### src/rtl/icache_pkg.sv
// Shared types and width helpers for the multi-line instruction cache.
package icache_pkg;

  typedef enum logic [0:0] {
    StIdle = 1'b0,
    StFill = 1'b1
  } icache_state_e;

  localparam logic [7:0] NopOpDefault = 8'hC8;

  function automatic int unsigned offset_w(input int unsigned line_words);
    return $clog2(line_words);
  endfunction

  function automatic int unsigned index_w(input int unsigned num_lines);
    return $clog2(num_lines);
  endfunction

  // Signed so that an address too narrow for index+offset shows up as < 1.
  function automatic int tag_w(input int unsigned addr_w, input int unsigned num_lines,
                               input int unsigned line_words);
    return int'(addr_w) - int'($clog2(num_lines)) - int'($clog2(line_words));
  endfunction

endpackage

### src/rtl/icache_fill_ctrl.sv
// Line-fill sequencer: fill counter, registered program-memory address,
// array write strobes and the end-of-fill pulse.
module icache_fill_ctrl
  import icache_pkg::*;
#(
  parameter int unsigned AddrW   = 8,
  parameter int unsigned OffsetW = 4
) (
  input  logic                       clk_i,
  input  logic                       rst_ni,
  input  logic                       start_i,
  input  logic                       active_i,
  input  logic                       abort_i,
  input  logic [AddrW-OffsetW-1:0]   base_i,
  output logic [AddrW-1:0]           pm_address_o,
  output logic                       we_o,
  output logic [OffsetW-1:0]         wr_off_o,
  output logic                       done_o
);

  localparam int unsigned FcW = OffsetW + 1;
  localparam logic [FcW-1:0] FcOne  = FcW'(1);
  localparam logic [FcW-1:0] FcLast = FcW'(2 ** OffsetW);

  logic [FcW-1:0]   fc_q, fc_d, fc_inc, fc_dec;
  logic [AddrW-1:0] pm_address_q, pm_address_d;

  assign fc_inc = fc_q + FcOne;
  assign fc_dec = fc_q - FcOne;

  always_comb begin
    fc_d         = fc_q;
    pm_address_d = pm_address_q;
    if (start_i) begin
      fc_d         = '0;
      pm_address_d = {base_i, {OffsetW{1'b0}}};
    end else if (active_i) begin
      if (abort_i || (fc_q == FcLast)) begin
        fc_d = '0;
      end else begin
        fc_d = fc_inc;
        // The final step only collects data; the address stays on the last word.
        if (fc_inc != FcLast) begin
          pm_address_d = {base_i, fc_inc[OffsetW-1:0]};
        end
      end
    end
  end

  always_ff @(posedge clk_i) begin
    if (!rst_ni) begin
      fc_q         <= '0;
      pm_address_q <= '0;
    end else begin
      fc_q         <= fc_d;
      pm_address_q <= pm_address_d;
    end
  end

  // Word presented at step k arrives one cycle later and is stored at step k+1.
  assign we_o         = active_i && (fc_q != '0) && !abort_i;
  assign wr_off_o     = fc_dec[OffsetW-1:0];
  assign done_o       = active_i && (fc_q == FcLast) && !abort_i;
  assign pm_address_o = pm_address_q;

endmodule

### src/rtl/multi_line_icache.sv
// Direct-mapped multi-line instruction cache with burst line fill and flush.
// Optional hit/miss counters are built when ICACHE_STATS_EN is defined.
module multi_line_icache
  import icache_pkg::*;
#(
  parameter int unsigned     ADDR_W     = 8,
  parameter int unsigned     DATA_W     = 8,
  parameter int unsigned     NUM_LINES  = 4,
  parameter int unsigned     LINE_WORDS = 16,
  parameter logic [DATA_W-1:0] NOP_OP   = DATA_W'(NopOpDefault)
) (
  input  logic              clk,
  input  logic              sync_reset_n,
  input  logic [ADDR_W-1:0] cpu_addr,
  input  logic              fetch_en,
  input  logic              flush,
  output logic [DATA_W-1:0] instr_out,
  output logic              hold,
  output logic [ADDR_W-1:0] pm_address,
  input  logic [DATA_W-1:0] pm_data,
  output logic [15:0]       hit_count,
  output logic [15:0]       miss_count
);

  localparam int unsigned OffsetW = offset_w(LINE_WORDS);
  localparam int unsigned IndexW  = index_w(NUM_LINES);
  localparam int          TagWRaw = tag_w(ADDR_W, NUM_LINES, LINE_WORDS);
  localparam int unsigned TagW    = (TagWRaw < 1) ? 1 : TagWRaw;
  localparam int unsigned BaseW   = TagW + IndexW;

  if (TagWRaw < 1) begin : gen_bad_cfg
    $error("multi_line_icache: ADDR_W too small for NUM_LINES and LINE_WORDS");
  end

  icache_state_e state_q, state_d;
  logic [NUM_LINES-1:0] valid_q, valid_d;
  logic [TagW-1:0]      tag_q  [NUM_LINES];
  logic [DATA_W-1:0]    data_q [NUM_LINES][LINE_WORDS];
  logic [BaseW-1:0]     fill_base_q, fill_base_d;

  logic [OffsetW-1:0] a_offset;
  logic [IndexW-1:0]  a_index;
  logic [TagW-1:0]    a_tag;
  logic [IndexW-1:0]  fill_index;
  logic [TagW-1:0]    fill_tag;
  logic               idle, lookup, line_ok, hit, miss_start;
  logic               fill_we, fill_done;
  logic [OffsetW-1:0] fill_off;

  assign a_offset   = cpu_addr[OffsetW-1:0];
  assign a_index    = cpu_addr[OffsetW +: IndexW];
  assign a_tag      = cpu_addr[ADDR_W-1 -: TagW];
  assign fill_index = fill_base_q[IndexW-1:0];
  assign fill_tag   = fill_base_q[BaseW-1:IndexW];

  // Flush outranks lookup: a flushed fetch stalls one cycle and retries.
  assign idle       = (state_q == StIdle);
  assign lookup     = idle && fetch_en && !flush;
  assign line_ok    = valid_q[a_index] && (tag_q[a_index] == a_tag);
  assign hit        = lookup && line_ok;
  assign miss_start = lookup && !line_ok;

  always_comb begin
    state_d     = state_q;
    valid_d     = valid_q;
    fill_base_d = fill_base_q;
    unique case (state_q)
      StIdle: begin
        if (miss_start) begin
          state_d          = StFill;
          fill_base_d      = {a_tag, a_index};
          valid_d[a_index] = 1'b0;
        end
      end
      StFill: begin
        if (flush || fill_done) begin
          state_d = StIdle;
        end
        if (fill_done) begin
          valid_d[fill_index] = 1'b1;
        end
      end
      default: state_d = StIdle;
    endcase
    if (flush) begin
      valid_d = '0;
    end
  end

  always_ff @(posedge clk) begin
    if (!sync_reset_n) begin
      state_q <= StIdle;
      valid_q <= '0;
    end else begin
      state_q <= state_d;
      valid_q <= valid_d;
    end
  end

  // Tag and data storage are deliberately left out of reset.
  always_ff @(posedge clk) begin
    fill_base_q <= fill_base_d;
    if (fill_we) begin
      data_q[fill_index][fill_off] <= pm_data;
    end
    if (fill_done) begin
      tag_q[fill_index] <= fill_tag;
    end
  end

  icache_fill_ctrl #(
    .AddrW   (ADDR_W),
    .OffsetW (OffsetW)
  ) u_fill_ctrl (
    .clk_i        (clk),
    .rst_ni       (sync_reset_n),
    .start_i      (miss_start),
    .active_i     (state_q == StFill),
    .abort_i      (flush),
    .base_i       (fill_base_d),
    .pm_address_o (pm_address),
    .we_o         (fill_we),
    .wr_off_o     (fill_off),
    .done_o       (fill_done)
  );

  assign instr_out = (sync_reset_n && hit) ? data_q[a_index][a_offset] : NOP_OP;
  assign hold      = sync_reset_n && ((state_q == StFill) || (idle && fetch_en && !hit));

`ifdef ICACHE_STATS_EN
  logic [15:0] hit_cnt_q, miss_cnt_q;

  // Saturating; flush leaves the counts alone.
  always_ff @(posedge clk) begin
    if (!sync_reset_n) begin
      hit_cnt_q  <= '0;
      miss_cnt_q <= '0;
    end else begin
      if (hit && (hit_cnt_q != 16'hFFFF)) begin
        hit_cnt_q <= hit_cnt_q + 16'd1;
      end
      if (miss_start && (miss_cnt_q != 16'hFFFF)) begin
        miss_cnt_q <= miss_cnt_q + 16'd1;
      end
    end
  end

  assign hit_count  = hit_cnt_q;
  assign miss_count = miss_cnt_q;
`else
  assign hit_count  = '0;
  assign miss_count = '0;
`endif

endmodule

### config.mk
export PLATFORM = sky130hd
export DESIGN_NAME = multi_line_icache
export DESIGN_NICKNAME = d
export VERILOG_FILES = /design/src/rtl/icache_pkg.sv /design/src/rtl/icache_fill_ctrl.sv /design/src/rtl/multi_line_icache.sv
export SDC_FILE = /design/constraint.sdc
export NUM_CORES = 1
export LEC_CHECK = 0
export ABC_AREA = 1
export CORE_ASPECT_RATIO = 1.25
export CORE_MARGIN = 2
export CORE_UTILIZATION = 44
export CTS_CLUSTER_SIZE = 25
export DETAILED_ROUTE_END_ITERATION = 8
export PLACE_DENSITY = 0.61
export SYNTH_ARGS = -nofsm -noshare
export SYNTH_HDL_FRONTEND = slang
export SYNTH_SLANG_ARGS = --single-unit
### constraint.sdc
create_clock -name clk -period 2 [get_ports clk]
set_input_delay 0.4 -clock clk [delete_from_list [all_inputs] [get_ports clk]]
set_output_delay 0.4 -clock clk [all_outputs]
set_load 0.02 [all_outputs]
==> metrics.txt <==
register bit total from synthesis 542; vias per inst 5.39; Synth Area in Adders 0.00341; Finished Layout Cells approximately 2800; worst endpoint required time 1.60 ns; Port Buffers 36; WS Path Type primary input to output port; DRC violations left 0; Max FO, Critical Path 8; Commonest cells post-synth edfxtp_1 (520), nor2_1 (454), nand2_1 (283); fmax around 0.37 GHz; Reg2Reg Setup Slack 0.04 ns; top-count cell post-synth edfxtp_1; Die H 254 um; syn avg cell area 11.7 um2; CTS root buf clkbuf_16; CP Capture Type output port; synthesized cell area 0.0220 mm2; Final nets roughly 2200; Post-DP HPWL 38100 um; mux contribution to synthesized area 0; core area around 0.05 mm2; largest net degree at the start of global routing 65; ant diodes 0; gr ovfl total 0; post-synth top area share 0.710; hold_sp pm_data[3]; Clk Latency, worst-skew pair 0.58 ns; max-cap violation count 0; initial antenna violation count 0; PwrDens 870 mW/mm2; CP Launch Type primary input; Setup Viol. Count Final 9; crit share post-route 1.36; Fillers 3989; Synth async-reset ratio 0; Max Clock Skew 0.0280 ns; Detailed Route WL ~62000 um; main combinational cell family by area after synthesis simple AND/OR/NAND/NOR gates; clk sinks 542; status finished with violations; Site Rows slightly above 90; delay-heaviest family, CP buffers and inverters; CTS tree done; r2r worst-path depth 10; Post-synth EDFFs 520; Initial Util 0.445; Post-Synth Simple-Gate Area 0.196; Main synth FF type edfxtp_1; Slowest Stage Delay on Critical Path approximately 0.23 ns; via count 15288; Slew Viols, Final 0; Pwr Total 24.4 mW; layout cells sized above 1 0.237; CP arrival 2.31 ns; GP Congestion 0.901; Slew HR 0.483; Inserted Clock Buffers 52; Clock Path Buffers 3; peak supply drop 0.000619 V; CP bufs+invs 6; DR WL/cell about 22 um; dpl ws -1.50 ns; DRT antenna net count 0; first-pass GRT wire length 92100 um; Worst-Margin Slew between 0.7 and 0.8 ns; die area just over 0.05 mm2; r2r startpoint u_fill_ctrl.fc_q[1]; maximum level of the CTS H-tree 2; hold slack approximately 0.26 ns; area growth from synthesis to layout 27.6%; Slowest cell on crit path a21oi_4; # IOs 69; vias in the first global route ~15000; Post-CTS Hold Buffers 0; xor and xnor fraction of the mapped netlist area 0.00159; register area share after synthesis 0.730; clock slew at reported path FFs roughly 0.07 ns; failing checks setup timing; gr usage total 0.240; Final Util 0.568; fin crit period 2.71 ns; RSZ-0062 raised after global routing true; post-route setup slack -0.711 ns; worst hold path type primary input to register; ranking of synthesized cells by area edfxtp_1 (71%), nor2_1 (7.7%), nand2_1 (4.8%); Syn Inst Count 1880; Pre-antenna DRT Iters 6; Placed Cells 2719; DIE WIDTH 204 um; hold endpoint data_q[0][99]; crit-path cells clkdlybuf4s15_2, buf_6, buf_4, nor2_4, buf_12, buf_4, nand2_1, nand4_1, nand3_1, nand3_2, nand3_4, a21oi_4, buf_6; Yosys cell types 33; compound-cell area share of the yosys netlist 0.0257; P_leak 10.3 nW; endpoints failing hold 0; leading area contributor after synthesis edfxtp_1; YS warnings 0; hold depth 1; reg-to-reg endpoint data_q[0][106]; 1st-iter DRT viols 1519
power by group:
group	switching, mW	internal, mW	total (mW)
Clock	4.10	5.82	9.92
Sequential	0.0212	12.5	12.5
Combinational	1.33	0.710	2.04
Total	5.45	19.0	24.4
cells by family (layout without fill, tap and decap cells):
group	count (synthesis)	in the layout
DFF	542	542
and+or+nand+nor	1014	1014
buffers and inverters	208	484
adders and majority gates	6	6
xor gates and xnor gates	4	4
other	1	32
AOI/OAI and AO/OA	105	105
registers in the layout, indices dropped and copies added (netlist names):
signal / cells
u_fill_ctrl.pm_address_o: 8
data_q: 512
tag_q: 8
u_fill_ctrl.fc_q: 5
valid_q: 4
state_q: 1
fill_base_q: 4
worst max path at each step:
stage,endpoint,from,cells past startpoint
global route,instr_out[5],cpu_addr[5],13
finish,instr_out[5],cpu_addr[5],13
global placement,instr_out[5],cpu_addr[5],13
detailed placement,instr_out[5],cpu_addr[5],13
CTS,instr_out[1],tag_q[1][1],13
floorplan,instr_out[0],cpu_addr[4],13
metrics by stage:
| stage | area [um2] | TNS (ns) |
|---|---|---|
| CTS | 27700 | -5.49 |
| global route | 28100 | -9.04 |
| detailed placement | 25200 | -210.49 |
| floorplan | 22300 | -10.22 |
| global placement | 25200 | -200.25 |
| finish | 28100 | -5.57 |
worst reg2reg max path, stage by stage, from the launching register on:
cell	delay, ns
dfxtp_1	0.34
inv_2	0.06
buf_6	0.12
ha_4	0.17
xnor2_4	0.20
inv_2	0.07
nor2_1	0.12
buf_4	0.20
nand2_4	0.10
nor2_2	0.14
buf_12	0.15
repair_timing:
action | in CTS | in global routing
setup buffers | 18 | 7
gates cloned | 7 | 0
pin swaps | 33 | 22
gates resized for setup | 152 | 81
endpoints found under the setup margin | 522 | 506
layout make-up:
cell class                 count  area [um2]  area share
clock buffer                  66        1400      0.0497
clock inverter                27         317      0.0113
inverter                      90         343      0.0122
multi-input combinational   1161        5820       0.207
sequential                   542       16100       0.572
tap                          651         815      0.0290
timing repair buffer         301        3320       0.118
metal layers:
metal  routed length (um)  track usage  up-vias  share of wire
met5                    0            0        -              0
met4                 2030       0.0772        0          0.033
met3                 4420       0.0274      131          0.072
met2                30600        0.418      643           0.50
met1                24500        0.314     7520           0.40
li1                     -            -     6994              -
layout by cell type (no fill, tap or decap), types with 3 or more instances in the layout:
master           netlist  final
clkbuf_1              37     11
buf_2                 33     10
nand3b_1              12     12
nand4_1               71     71
clkinv_1               3     10
buf_16                 0      8
nand3_2                0     26
nor2_4                 0     24
clkdlybuf4s50_1        0     16
clkbuf_16              0     53
o21ai_0               22     21
nand2_8                0      5
inv_2                  4      9
nand2_4                0      8
nand2_2                3     17
nand3_4                0      4
buf_8                  0      3
nor2_2                 2     30
a21oi_1               68     64
clkinvlp_4             0      3
bufinv_16              0      7
ha_1                   6      4
nor2_1               454    402
clkinv_2               0      7
a21oi_2                0      3
conb_1                 1     32
or2_2                 19     19
edfxtp_1             520    520
buf_6                  1     33
dfxtp_1               22     21
buf_12                 0     57
inv_1                 83     76
buf_4                 33    172
o22ai_1                7      7
nand3_1              161    131
nand2_1              283    256
Power figures use the tool's default switching activity.
